### config.mk
export PLATFORM = sky130hd
export DESIGN_NAME = pwm_dac_multi
export DESIGN_NICKNAME = d
export VERILOG_FILES = /design/src/rtl/pwm_dac_multi.sv
export SDC_FILE = /design/constraint.sdc
export NUM_CORES = 1
export LEC_CHECK = 0
export BUFFER_PORTS_ARGS = -buffer_cell sky130_fd_sc_hd__buf_2
export CAP_MARGIN = 20
export CORE_ASPECT_RATIO = 1.1
export CORE_MARGIN = 2
export CORE_UTILIZATION = 60
export CTS_CLUSTER_DIAMETER = 30
export CTS_CLUSTER_SIZE = 10
export DETAILED_ROUTE_END_ITERATION = 8
export MAX_ROUTING_LAYER = met4
export PLACE_DENSITY = 0.86
export REMOVE_ABC_BUFFERS = 1
export SKIP_CTS_REPAIR_TIMING = 1
export SYNTH_ARGS = -nofsm -noshare
export SYNTH_HDL_FRONTEND = slang
export SYNTH_SLANG_ARGS = --single-unit
export TNS_END_PERCENT = 30
### constraint.sdc
create_clock -name clk_i -period 2.8 [get_ports clk_i]
set_input_delay 0.28 -clock clk_i [delete_from_list [all_inputs] [get_ports clk_i]]
set_output_delay 0.28 -clock clk_i [all_outputs]
set_load 0.03 [all_outputs]
### src/rtl/pwm_dac_multi.sv
// Multi-channel PWM DAC: one prescaled period counter shared by all channels, with
// double-buffered duty registers. Define PWM_DAC_CENTER_EN to build the center-aligned mode.
module pwm_dac_multi #(
  parameter int WIDTH      = 8,
  parameter int CHANNELS   = 4,
  parameter int PRESCALE_W = 8,
  localparam int CH_W      = (CHANNELS > 1) ? $clog2(CHANNELS) : 1
) (
  input  logic                  clk_i,
  input  logic                  rst_i,
  input  logic                  en_i,
  input  logic [PRESCALE_W-1:0] prescale_i,
  input  logic                  center_i,
  input  logic                  set_we_i,
  input  logic [CH_W-1:0]       set_ch_i,
  input  logic [WIDTH-1:0]      set_i,
  output logic [CHANNELS-1:0]   pwm_o,
  output logic                  period_o
);

  localparam logic [WIDTH-1:0]      CNT_ZERO = {WIDTH{1'b0}};
  localparam logic [WIDTH-1:0]      CNT_ONE  = {{(WIDTH-1){1'b0}}, 1'b1};
  localparam logic [PRESCALE_W-1:0] PS_ZERO  = {PRESCALE_W{1'b0}};
  localparam logic [PRESCALE_W-1:0] PS_ONE   = {{(PRESCALE_W-1){1'b0}}, 1'b1};

  logic [PRESCALE_W-1:0] presc_r;
  logic [WIDTH-1:0]      cnt_r;
  logic [WIDTH-1:0]      cnt_next_s;
  logic [WIDTH-1:0]      pending_r [CHANNELS];
  logic [WIDTH-1:0]      active_r  [CHANNELS];
  logic [CHANNELS-1:0]   cmp_s;
  logic                  tick_s;
  logic                  pstart_s;
  logic                  pstart_r;

  // ">=" rather than "==" so that lowering prescale_i below the count wraps at once
  assign tick_s   = (presc_r >= prescale_i);
  assign pstart_s = tick_s && (cnt_next_s == CNT_ZERO);

`ifdef PWM_DAC_CENTER_EN
  localparam logic [WIDTH-1:0] CNT_MAX = {WIDTH{1'b1}};

  logic mode_r;
  logic dir_r;
  logic dir_next_s;

  // Next counter value: free-running wrap, or up to MAX and back down to 0 in center mode
  always_comb begin
    cnt_next_s = cnt_r + CNT_ONE;
    dir_next_s = 1'b0;
    if (mode_r) begin
      if (!dir_r) begin
        if (cnt_r == CNT_MAX) begin
          cnt_next_s = CNT_MAX - CNT_ONE;
          dir_next_s = 1'b1;
        end else begin
          cnt_next_s = cnt_r + CNT_ONE;
          dir_next_s = 1'b0;
        end
      end else begin
        cnt_next_s = cnt_r - CNT_ONE;
        if (cnt_r == CNT_ONE) begin
          dir_next_s = 1'b0;
        end else begin
          dir_next_s = 1'b1;
        end
      end
    end else begin
      cnt_next_s = cnt_r + CNT_ONE;
      dir_next_s = 1'b0;
    end
  end
`else
  // Next counter value: edge-aligned free-running wrap
  always_comb begin
    cnt_next_s = cnt_r + CNT_ONE;
  end
`endif

  // Per-channel compare of the shared counter against the active duty
  always_comb begin
    cmp_s = {CHANNELS{1'b0}};
    for (int c = 0; c < CHANNELS; c++) begin
      cmp_s[c] = (cnt_r < active_r[c]);
    end
  end

  // Prescaler, counter, duty shadow registers and registered outputs
  always_ff @(posedge clk_i or posedge rst_i) begin
    if (rst_i) begin
      presc_r  <= PS_ZERO;
      cnt_r    <= CNT_ZERO;
      pstart_r <= 1'b0;
      pwm_o    <= {CHANNELS{1'b0}};
      period_o <= 1'b0;
      for (int c = 0; c < CHANNELS; c++) begin
        pending_r[c] <= CNT_ZERO;
        active_r[c]  <= CNT_ZERO;
      end
`ifdef PWM_DAC_CENTER_EN
      mode_r <= 1'b0;
      dir_r  <= 1'b0;
`endif
    end else begin
      for (int c = 0; c < CHANNELS; c++) begin
        if (set_we_i && (set_ch_i == CH_W'(c))) begin
          pending_r[c] <= set_i;
        end
      end
      if (!en_i) begin
        presc_r  <= PS_ZERO;
        cnt_r    <= CNT_ZERO;
        pstart_r <= 1'b0;
        pwm_o    <= {CHANNELS{1'b0}};
        period_o <= 1'b0;
        for (int c = 0; c < CHANNELS; c++) begin
          active_r[c] <= pending_r[c];
        end
`ifdef PWM_DAC_CENTER_EN
        mode_r <= center_i;
        dir_r  <= 1'b0;
`endif
      end else begin
        presc_r <= tick_s ? PS_ZERO : (presc_r + PS_ONE);
        if (tick_s) begin
          cnt_r <= cnt_next_s;
`ifdef PWM_DAC_CENTER_EN
          dir_r <= dir_next_s;
`endif
        end
        // pwm_o lags the counter by one clock, so period_o is delayed to line up with it
        pstart_r <= pstart_s;
        if (pstart_s) begin
          for (int c = 0; c < CHANNELS; c++) begin
            active_r[c] <= pending_r[c];
          end
`ifdef PWM_DAC_CENTER_EN
          mode_r <= center_i;
`endif
        end
        pwm_o    <= cmp_s;
        period_o <= pstart_r;
      end
    end
  end

endmodule

==> metrics.txt <==
# TYPE chip_impl_metric gauge
chip_impl_info{name="run_status",value="complete, no violations"} 1
chip_impl_metric{name="finalHoldViolations",unit=""} 0
chip_impl_metric{name="routabilityCongestion",unit=""} 0.864
chip_impl_metric{name="worst_slew_margin_rel",unit="%"} 53.5
chip_impl_metric{name="grt_use_met2",unit="%"} 38.1
chip_impl_metric{name="design.portCount",unit=""} 28
chip_impl_metric{name="synth_async_sr_flop_share",unit="%"} 100
chip_impl_metric{name="critPathArrivalTime",unit="ns"} 2.73
chip_impl_metric{name="slowest_delay",unit="ns"} 0.59
chip_impl_metric{name="cellLeakagePower",unit="nW"} 2.43
chip_impl_metric{name="syn_to_final_growth",unit="%"} 11.7
chip_impl_metric{name="htree_levels",unit=""} 3
chip_impl_metric{name="ys_types",unit=""} 37
chip_impl_metric{name="worstMarginPinSlew",unit="ns"} 0.696
chip_impl_metric{name="detail_route.first_pass.iterations",unit=""} 4
chip_impl_info{name="synth_ff_type",value="dfrtp_1"} 1
chip_impl_metric{name="nets",unit=""} 449
chip_impl_metric{name="synthCells",unit=""} 348
chip_impl_metric{name="power_density",unit="nW/um2"} 632
chip_impl_metric{name="utilization",unit="%"} 69.0
chip_impl_metric{name="portBuffers",unit=""} 26
chip_impl_metric{name="floorplan.die_area",unit="um2"} 7870
chip_impl_info{name="grt-busiest-layer",value="met2"} 1
chip_impl_metric{name="met3_usage",unit="%"} 2.58
chip_impl_metric{name="insertion_delay",unit="ns"} 0.36
chip_impl_metric{name="synth_seq_cells",unit=""} 86
chip_impl_metric{name="rows",unit=""} 32
chip_impl_metric{name="vias_per_cell",unit=""} 5.77
chip_impl_info{name="kind_of_launch_point_of_the_worst_setup_path",value="flip-flop"} 1
chip_impl_metric{name="timing.final.crit_period",unit="ns"} 2.50
chip_impl_metric{name="grt.overflow.total",unit=""} 0
chip_impl_metric{name="syn_area",unit="um2"} 4300
chip_impl_metric{name="synth_edf_count",unit=""} 0
chip_impl_metric{name="max_cap_viol_count",unit=""} 0
chip_impl_metric{name="route.vias.total",unit=""} 2754
chip_impl_metric{name="grt_max_degree",unit=""} 33
chip_impl_metric{name="met1_usage_in_global_routing",unit="%"} 27.7
chip_impl_metric{name="floorplan.initialDensity",unit="%"} 61.8
chip_impl_metric{name="setup-violations-final",unit=""} 0
chip_impl_metric{name="hold_slack",unit="ns"} 0.193
chip_impl_metric{name="timing.fmax",unit="MHz"} 400
chip_impl_metric{name="fin_crit_sh",unit="%"} 89.2
chip_impl_metric{name="grt_pass1_vias",unit=""} 2800
chip_impl_metric{name="wl_per_cell",unit="um"} 16.7
chip_impl_metric{name="synth_top_area_share",unit="%"} 50.0
chip_impl_metric{name="vdd_drop_max",unit="mV"} 0.315
chip_impl_metric{name="timing.critical_path.fanout_max",unit=""} 20
chip_impl_info{name="tritoncts",value="built"} 1
chip_impl_metric{name="yosys_warnings",unit=""} 0
chip_impl_metric{name="die_w",unit="um"} 84.8
chip_impl_info{name="slowest_stage",value="dfrtp_1"} 1
chip_impl_metric{name="antenna_cells",unit=""} 0
chip_impl_info{name="synthDominantAreaCellType",value="dfrtp_1"} 1
chip_impl_metric{name="detailed_place_hpwl",unit="mm"} 5.77
chip_impl_info{name="worstHoldPathType",value="input port to flip-flop"} 1
chip_impl_metric{name="cts_num_sinks",unit=""} 86
chip_impl_info{name="critical_path.cell_chain",value="and3_1 > and3_1 > and3_1 > o221ai_2 > o31ai_4 > buf_4 > mux2_1"} 1
chip_impl_metric{name="post-layout-total-power",unit="mW"} 3.04
chip_impl_info{name="cts.root.buffer_cell",value="clkbuf_8"} 1
chip_impl_info{name="ys_top_cells_by_area",value="dfrtp_1 (50%), ha_1 (11%), mux2_1 (8.4%)"} 1
chip_impl_metric{name="cts_buffers",unit=""} 9
chip_impl_metric{name="clock_skew",unit="ns"} 0.0127
chip_impl_metric{name="slew_violations",unit=""} 0
chip_impl_metric{name="initialDrtViolationCount",unit=""} 113
chip_impl_info{name="grt_setup_unrepaired",value="no"} 1
chip_impl_metric{name="global_route_wire_length_before_repair",unit="mm"} 13.3
chip_impl_metric{name="cp_data_required_time",unit="ns"} 3.03
chip_impl_metric{name="core_area",unit="um2"} 6970
chip_impl_metric{name="seq_area_frac_synth",unit="%"} 50.0
chip_impl_metric{name="layout_cell_share_with_drive_strength_beyond_1",unit="%"} 22.7
chip_impl_metric{name="die_h",unit="um"} 92.8
chip_impl_metric{name="ant_nets",unit=""} 0
chip_impl_metric{name="groute.usage.overall",unit="%"} 22.4
chip_impl_info{name="critical_path.endpoint_type",value="flip-flop"} 1
chip_impl_metric{name="routed_wl",unit="mm"} 7.98
chip_impl_metric{name="drc",unit=""} 0
chip_impl_metric{name="clock_tree.buffer_depth",unit=""} 2
chip_impl_info{name="path_common_cell",value="and3_1"} 1
chip_impl_metric{name="initial_antenna_violation_count",unit=""} 0
chip_impl_metric{name="clock_slew_at_the_register_clock_pins_of_the_worst_setup_and_hold_paths",unit="ns"} 0.09
chip_impl_info{name="worst-setup-path-type",value="flip-flop to flip-flop"} 1
chip_impl_metric{name="synth.avg_cell_area",unit="um2"} 12.4
[layout by cell type, fill, tap and decap left out, drive strengths merged, types with 4 or more instances in the layout]
| cell type | count |
|---|---|
| nand4 | 6 |
| xor2 | 13 |
| or4 | 4 |
| clkbuf | 11 |
| mux2 | 64 |
| a21o | 9 |
| nor4 | 5 |
| a211oi | 4 |
| nand2b | 5 |
| nand3 | 6 |
| o311ai | 4 |
| inv | 38 |
| nand2 | 6 |
| and3 | 7 |
| o21ai | 8 |
| nor2 | 16 |
| buf | 35 |
| ha | 39 |
| dfrtp | 86 |
[cell usage after synthesis, drive strengths merged (2+ instances only)]
cell type and instances:
o21ai 8, nor4 5, ha 39, a21oi 2
a211oi 4, or4 4, o311ai 4, nand2b 5
buf 5, and3 7, nand2 6, mux2 64
xor2 13, clkbuf 3, dfrtp 86, nand4 6
o31ai 2, a21o 9, nor2 16, inv 39
nand3 6, nand3b 2, nor3 2, xnor2 3
[state kept, by name (all words and copies together), names as in the netlist]
register   count
pstart_r       1
active_r      32
presc_r        8
pending_r     32
cnt_r          8
period_o       1
pwm_o          4
[stage by stage]
stage	instances	setup WS, ns	instance area (um2)	TNS (ns)
after floorplan	340	-0.0566	4260	-1.81
after global placement	458	0.210	4550	0
after detailed placement	458	0.120	4550	0
after CTS	474	0.0869	4780	0
after global routing	477	0.173	4810	0
final	477	0.302	4810	0
[logic make-up (layout without fill, tap and decap cells)]
| logic type | count (synthesis) | count (layout) | share of synthesized area [%] |
|---|---|---|---|
| compound gates | 35 | 35 | 6.69 |
| xor+xnor | 16 | 16 | 3.26 |
| fa+ha+maj | 39 | 39 | 11.3 |
| buf+inv | 47 | 91 | 4.42 |
| flops | 86 | 86 | 50.0 |
| mux | 64 | 64 | 16.7 |
| simple gates | 61 | 61 | 7.56 |
[worst paths after layout]
path,cells after the start,slack (ns),endpoint,start
setup / recovery,7,0.30,active_r[12],cnt_r[2]
max in group asynchronous,4,1.56,active_r[21],rst_i
setup reg to reg,7,0.30,active_r[12],cnt_r[2]
hold / removal,2,0.19,pending_r[17],set_i[1]
hold reg to reg,1,0.48,period_o,pstart_r
min in group asynchronous,3,0.50,pending_r[0],rst_i
[power breakdown]
group	total, mW	internal [mW]	switching (mW)
combinational	0.490	0.247	0.243
clock	0.984	0.551	0.433
sequential	1.56	1.45	0.111
[critical path, delay by kind of cell (launching register included)]
kind,cells,cell delay [ns]
simple gates,3,0.68
flops,1,0.59
compound gates,2,0.40
mux,1,0.37
buf+inv,1,0.31
[cell type report]
type                    instances  area, um2
repair buffers                 36        208
clock inverters                 5       81.3
inverters                      39        148
multi-input cells             215       1960
well taps                      85        106
fillers                       482       2160
flip-flops and latches         86       2150
clock buffers                  11        151
[routing by layer]
metal / wire length (um) / part of all wire (%)
met3: 197 / 2.5
met5: 0 / 0
met2: 4160 / 52
met4: 119 / 1.5
met1: 3510 / 44
Note: power is estimated with default switching activity, not from simulation.
